==> src/rtl/ssd_scan_ctrl.sv <==
// ---------------------------------------------------------------------------
// ssd_scan_ctrl -- time-multiplexed scan controller for a 4-digit
// seven-segment display sharing one external segment decoder.
//
// Digit values are written into shadow registers at any time. A frame of
// four digits is always shown from a consistent snapshot: shadow values are
// copied into the active registers only at a frame boundary or while idle.
//
// Parameter:
//   DIV           cycles each digit is shown (2..255)
// Ports:
//   clk_i         clock, all state updates on the rising edge
//   rst_i         synchronous active-high reset
//   scan_en_i     1 = scan the display, 0 = blank and idle
//   wr_en_i       shadow register write strobe
//   wr_addr_i     digit slot written (0..3)
//   wr_data_i     digit value written
//   dec_in_o      value fed to the shared decoder (combinational)
//   dec_seg_i     decoder result for dec_in_o
//   seg_o         registered segment pattern, active-low, 7'h7F = blank
//   dig_sel_o     registered one-hot digit enable, active-high
//   frame_done_o  one-cycle pulse on the last cycle of each frame
// Configuration:
//   SSD_SCAN_BLANK_EN  when defined, inserts one blank cycle between digits
// ---------------------------------------------------------------------------
module ssd_scan_ctrl #(
  parameter int unsigned DIV = 4
) (
  input  logic       clk_i,
  input  logic       rst_i,
  input  logic       scan_en_i,
  input  logic       wr_en_i,
  input  logic [1:0] wr_addr_i,
  input  logic [3:0] wr_data_i,
  output logic [3:0] dec_in_o,
  input  logic [6:0] dec_seg_i,
  output logic [6:0] seg_o,
  output logic [3:0] dig_sel_o,
  output logic       frame_done_o
);

  localparam logic [7:0] PRESC_LAST = 8'(DIV - 1);
  localparam logic [6:0] SEG_BLANK  = 7'h7F;

  typedef enum logic [1:0] {
    ST_IDLE,
    ST_SHOW
`ifdef SSD_SCAN_BLANK_EN
    , ST_BLANK
`endif
  } state_e;

  state_e     state_q, state_d;
  logic [1:0] idx_q, idx_d;
  logic [7:0] presc_q, presc_d;
  logic [3:0] shadow_q [4];
  logic [3:0] shadow_d [4];
  logic [3:0] active_q [4];
  logic [3:0] active_d [4];
  logic       pending_q, pending_d;
  logic [6:0] seg_q, seg_d;
  logic [3:0] dig_sel_q, dig_sel_d;
  logic       frame_bnd;

  // The decoder always sees the committed value of the slot in focus.
  assign dec_in_o     = active_q[idx_q];
  assign seg_o        = seg_q;
  assign dig_sel_o    = dig_sel_q;
  // Pulse is combinational so a write in this same cycle joins the commit;
  // it is masked by reset because reset abandons the frame.
  assign frame_done_o = frame_bnd && !rst_i;

  // NOTE: every signal assigned here gets a default first, so no path can
  // leave one unassigned and infer a latch.
  always_comb begin
    state_d   = state_q;
    idx_d     = idx_q;
    presc_d   = presc_q;
    shadow_d  = shadow_q;
    active_d  = active_q;
    pending_d = pending_q;
    seg_d     = SEG_BLANK;
    dig_sel_d = 4'b0000;
    frame_bnd = 1'b0;

    if (wr_en_i) begin
      shadow_d[wr_addr_i] = wr_data_i;
      pending_d           = 1'b1;
    end

    unique case (state_q)
      ST_IDLE: begin
        idx_d   = 2'd0;
        presc_d = 8'd0;
        if (scan_en_i) state_d = ST_SHOW;
      end
      ST_SHOW: begin
        if (!scan_en_i) begin
          state_d = ST_IDLE;
          idx_d   = 2'd0;
          presc_d = 8'd0;
        end else begin
          seg_d     = dec_seg_i;
          dig_sel_d = 4'b0001 << idx_q;
          if (presc_q == PRESC_LAST) begin
            presc_d   = 8'd0;
            idx_d     = idx_q + 2'd1;
            frame_bnd = (idx_q == 2'd3);
`ifdef SSD_SCAN_BLANK_EN
            state_d   = ST_BLANK;
`endif
          end else begin
            presc_d = presc_q + 8'd1;
          end
        end
      end
`ifdef SSD_SCAN_BLANK_EN
      // idx already advanced on entry; outputs stay blank for this cycle.
      ST_BLANK: begin
        if (!scan_en_i) begin
          state_d = ST_IDLE;
          idx_d   = 2'd0;
          presc_d = 8'd0;
        end else begin
          state_d = ST_SHOW;
        end
      end
`endif
      default: state_d = ST_IDLE;
    endcase

    // pending_d already includes a write from this cycle, so that write is
    // carried into the commit and the flag ends cleared.
    if (pending_d && (frame_bnd || state_q == ST_IDLE)) begin
      active_d  = shadow_d;
      pending_d = 1'b0;
    end
  end

  // NOTE: non-blocking assignments keep every register sampling the values
  // from before the edge, independent of statement order.
  always_ff @(posedge clk_i) begin
    if (rst_i) begin
      state_q   <= ST_IDLE;
      idx_q     <= 2'd0;
      presc_q   <= 8'd0;
      // NOTE: the digit storage is reset on purpose: after reset every slot
      // must read back as zero, so these arrays cannot be left uninitialised.
      shadow_q  <= '{default: 4'd0};
      active_q  <= '{default: 4'd0};
      pending_q <= 1'b0;
      seg_q     <= SEG_BLANK;
      dig_sel_q <= 4'b0000;
    end else begin
      state_q   <= state_d;
      idx_q     <= idx_d;
      presc_q   <= presc_d;
      shadow_q  <= shadow_d;
      active_q  <= active_d;
      pending_q <= pending_d;
      seg_q     <= seg_d;
      dig_sel_q <= dig_sel_d;
    end
  end

endmodule
==> config.mk <==
export PLATFORM = sky130hd
export DESIGN_NAME = ssd_scan_ctrl
export DESIGN_NICKNAME = d
export VERILOG_FILES = /design/src/rtl/ssd_scan_ctrl.sv
export SDC_FILE = /design/constraint.sdc
export NUM_CORES = 1
export LEC_CHECK = 0
export ABC_AREA = 1
export BUFFER_PORTS_ARGS = -buffer_cell sky130_fd_sc_hd__buf_2
export CORE_MARGIN = 3
export CORE_UTILIZATION = 50
export DETAILED_ROUTE_END_ITERATION = 7
export PLACE_DENSITY = 0.74
export SKIP_CTS_REPAIR_TIMING = 1
export SYNTH_ARGS = -nofsm -noshare
export SYNTH_HDL_FRONTEND = slang
export SYNTH_SLANG_ARGS = --single-unit
==> constraint.sdc <==
create_clock -name clk_i -period 1.3 [get_ports clk_i]
set_input_delay 0.39 -clock clk_i [delete_from_list [all_inputs] [get_ports clk_i]]
set_output_delay 0.39 -clock clk_i [all_outputs]
set_load 0.005 [all_outputs]
After elaboration in Yosys (flattened, before gate mapping). Cells that the tools add are included.

Input bits: 17. Register bits after elaboration: 56. Word-level logic and storage cells: 61. Output and inout port bits: 16.

Reduce and logical (&&, ||, !) cells: 11. $lt $le $gt $ge: 3. Muxes and demuxes: 20. Add/sub/neg operators: 2. Equality and inequality tests: 6. Bitwise gates (word level): 4. Shift operators: 1.

Operator list (count): bitwise mux 16 bit (1); two-way mux 16 bit (1); two-way mux 8 bit (2); one-hot mux 8 bit (2 select lines) (1); two-way mux 4 bit (3); adder 8 x 1 -> 8 bit, second input constant (1); binary-select mux 4 bit (select 2 bit) (1); demux 4 bit (select 2 bit) (1); equality test 8 x 2 -> 1 bit, second input constant (1); two-way mux 2 bit (4); one-hot mux 2 bit (2 select lines) (2); >= comparator 3 bit, second input constant (2); NOT 2 -> 3 bit (2); two-way mux 1 bit (4); != test 2 bit, second input constant (2); AND reduction 2 bit (2); left shift 1 x 2 -> 4 bit, first input constant (1); logical AND 1 bit (3); < comparator 3 x 1 -> 1 bit, second input constant (1); != test 3 bit, second input constant (1); OR reduction 3 bit (1); adder 2 x 1 -> 2 bit, second input constant (1); equality test 2 x 1 -> 1 bit, second input constant (1); equality test 2 bit, second input constant (1); other kinds (6) (7).

Logic depth before layout (Yosys ltp).
Depth in word-level cells: 7. Mapped depth: 9. Gate-level depth less buffers: 8.

Worst setup path before layout. Ideal clock, no wire load.

Path type: flip-flop to output port. From: register presc_q[0]. To: output frame_done_o. Arrival: 954 ps. Data required time: 910 ps. Path slack: -44 ps. Cell stages (with the launch flop): 6. Path buffers: 0. Cell sequence: dfxtp_1 ha_1 nand2_2 nor2_4 nand3_2 nor2_1.

Cells in the longest elaborated chain, start to end: 5.

Ends and longest elaborated chain: start: declaration (line 55) `logic [7:0] presc_q, presc_d;`; start signal: assignment (line 157) `presc_q <= presc_d;`; equality test 8 x 2 -> 1 bit (line 105) `if (presc_q == PRESC_LAST) begin`; two-way mux 1 bit (line 105); two-way mux 1 bit (line 98) `if (!scan_en_i) begin`; two-way mux 1 bit (line 91) `unique case (state_q)`; logical AND 1 bit (line 71) `assign frame_done_o = frame_bnd && !rst_i;`; end: declaration (line 39) `output logic frame_done_o`.

No other way between the ends.

Final worst setup path.
From: register idx_q[0]. To: output dec_in_o[0].

Cells in the longest elaborated chain, start to end: 4.

Ends and longest elaborated chain: start: declaration (line 54) `logic [1:0] idx_q, idx_d;`; start signal: assignment (line 156) `idx_q <= idx_d;`; NOT 2 -> 3 bit (implied by the code) (line 66) `assign dec_in_o = active_q[idx_q];`; binary-select mux 4 bit (select 2 bit) (line 66); two-way mux 4 bit (implied by the code) (2 in series) (line 66); end: declaration (line 35) `output logic [3:0] dec_in_o,`.

No other way between the ends. The select of a mux whose other input is x is not followed.

==> impl_metrics.py <==
metrics = {
    "timing": {
        "timing.final.crit_period_ps": 1670,
        "hold_viol_final": 0,
        "max_freq_mhz": 599,
        "fin_crit_sh": 1.28,
        "final.setup.tns_ps": -5400,
        "final_critical_path_setup_slack_ps": -370,
        "grt_setup_unrepaired": "true",
        "timing.final.setup_violations": 27,
        "max_slew_margin": 0.767,
        "timing.clock.skew_ps": 8.83,
        "tightest_slew_ps": 349,
        "report.final.slew_viol_count": 0,
    },
    "critical_path": {
        "worst-endpoint-arrival_ps": 1280,
        "cp-end-kind": "output port",
        "cells_along_the_critical_path": "clkinvlp_2 > nor2_1 > o22ai_1 > buf_2",
        "timing.critical_path.depth": 4,
        "critical_path.slowest_cell": "dfxtp_4",
        "cpPeakStageDelay_ps": 400,
        "critical_path_buf_inv_count": 2,
        "path_class": "reg2out",
        "worst-path-max-fanout": 5,
        "r2r.worst_path.cells": 9,
        "regToRegSetupSlack_ps": -250,
        "startpoint_type": "flop",
        "cp.required_ps": 910,
        "crit_family": "flip-flops",
    },
    "place": {
        "gp_routability_congestion": 0.809,
        "dp.cells": 399,
        "detailed_place.area_sq_um": 2710,
        "dpl_worst_slack_ps": -294,
        "dp.final_hpwl_um": 3330,
        "port_buffers": 32,
    },
    "logic_synthesis": {
        "postSynthRegisterBits": 55,
        "ys_warn_count": 0,
        "ys_dominant_reg_cell": "dfxtp_1",
        "synth_cell_type_count": 28,
        "postSynthAreaPerCell_sq_um": 7.65,
        "synth_cells": 294,
        "synth-edff-count": 0,
        "async_reset_ff_frac": 0,
        "syn_area_sq_um": 2250,
        "synth_nets": 314,
        "fraction_of_the_yosys_area_taken_by_sequential_cells": 0.490,
    },
    "routing": {
        "detail_route.wl_per_cell_um": 11.9,
        "via_per_inst": 5.00,
        "detail_route.iter0.violations": 146,
        "wl_um": 4900,
        "drcViolationCount": 0,
        "route.vias.total": 2062,
        "detail_route.first_pass.iterations": 6,
        "antenna_violating_nets_post_route": 0,
    },
    "clocking": {
        "cts_made_buffers": 5,
        "clkSinkCount": 55,
        "cts_root_buffer": "clkbuf_8",
        "tritoncts": "done",
        "clock_latency_ps": 310,
        "htree_num_levels": 2,
        "clk_pin_slew_ps": 100,
        "clock_tree.buffer_depth": 2,
    },
    "power": {
        "vdd_ir_max_uv": 854,
        "power_leakage_nw": 1.35,
        "total_power_w": 0.00412,
        "power.density_nw_per_um2": 1420,
    },
    "finish": {
        "area_growth_pct": 28.8,
        "final_standard_cell_area_without_fillers_sq_um": 2900,
        "layout.cells.non_filler": 412,
        "fin_nets": 381,
        "mostFrequentLayoutCell": "dfxtp_1",
        "layout_common_cells": "dfxtp_1, nor2_1, nand2_1",
        "drive_gt1_frac": 0.312,
        "antenna-diode-count": 0,
    },
    "worst_hold_path": {
        "worstHoldPathCells": 2,
        "min_path_type": "in2reg",
    },
    "grt": {
        "grt_antenna_before_repair": 0,
        "global_route_wire_length_before_repair_um": 7910,
        "grt-ovfl-total": 0,
        "grt_pass1_vias": 1825,
        "globalRouteTotalUtil": 0.188,
        "pin_count_of_the_biggest_net_entering_global_routing": 33,
    },
    "floorplanning": {
        "initial_utilization": 0.539,
        "core_sq_um": 4170,
        "die_h_um": 73.1,
        "die_x_um": 73.1,
        "floorplan.die_area_sq_um": 5340,
        "placement_rows": 23,
        "pin_count": 33,
    },
    "run_status": {
        "violated_checks": "negative setup slack",
        "run_status": "complete, but fails checks",
    },
    "flow_run": {
        "cap_violations": 0,
    },
}
-- final cells by class --
cell class	count	area (sq um)
fillers	347	1280
multi-input cells	195	985
inverters	32	126
clock inverters	3	46.3
flip-flops and latches	55	1110
repair inverters	1	5.00
clock buffers	5	68.8
well taps	50	62.6
repair buffers	71	492
-- flip-flops by register name, summed over array words and instances (netlist names) --
name	flops
pending_q	1
presc_q	8
shadow_q	16
seg_o	7
dig_sel_o	4
state_q	1
idx_q	2
active_q	16
-- report_power, final --
group / internal [W] / switching (W)
Combinational: 0.000465 / 0.000517
Clock: 0.000581 / 0.000582
Sequential: 0.00186 / 0.000110
Total: 0.00291 / 0.00121
-- metrics by stage --
stage	hold slack [ps]	util
after floorplan	432	-
after global placement	459	0.648
after detailed placement	469	0.648
after CTS	250	0.676
after global routing	242	0.694
final	251	0.694
-- worst paths after layout --
kind                                                from                        to
worst max-delay path               idx_q[0]$_SDFFE_PP0P_               dec_in_o[0]
worst min-delay path                        dec_seg_i[4]       seg_o[4]$_SDFF_PP1_
worst max register to register     idx_q[0]$_SDFFE_PP0P_  active_q[2]$_SDFFE_PP0P_
worst min register to register  active_q[4]$_SDFFE_PP0P_  active_q[4]$_SDFFE_PP0P_
-- synth_stat cells, types with 3 or more instances --
cell | count | share of area
o21ai_0 | 26 | 0.058
inv_2 | 3 | 0.0050
inv_1 | 28 | 0.047
nor3_1 | 6 | 0.013
buf_6 | 4 | 0.020
buf_2 | 3 | 0.0067
nand3_1 | 23 | 0.051
nor2_1 | 48 | 0.080
a21oi_1 | 20 | 0.045
or2_2 | 8 | 0.022
o22ai_1 | 4 | 0.011
nand2_1 | 42 | 0.070
ha_1 | 3 | 0.017
dfxtp_1 | 55 | 0.49
a21oi_2 | 3 | 0.012
clkbuf_1 | 3 | 0.0050
-- logic make-up (layout without fill, tap and decap cells) --
family / Yosys count / in the layout / share of synthesized area
and+or+nand+nor: 135 / 135 / 0.265
xor gates and xnor gates: 2 / 2 / 0.00779
adders and majority gates: 3 / 3 / 0.0167
AOI/OAI and AO/OA: 55 / 55 / 0.130
DFF: 55 / 55 / 0.490
buffers and inverters: 44 / 112 / 0.0907
-- per-layer routing --
metal | share of wire | wire length [um] | global-route usage
met1 | 0.48 | 2330 | 0.245
met3 | 0.046 | 224 | 0.0344
met4 | 0.021 | 102 | 0.0758
met2 | 0.46 | 2240 | 0.305
met5 | 0 | 0 | 0
No activity file was read; power rests on OpenSTA's default activity.
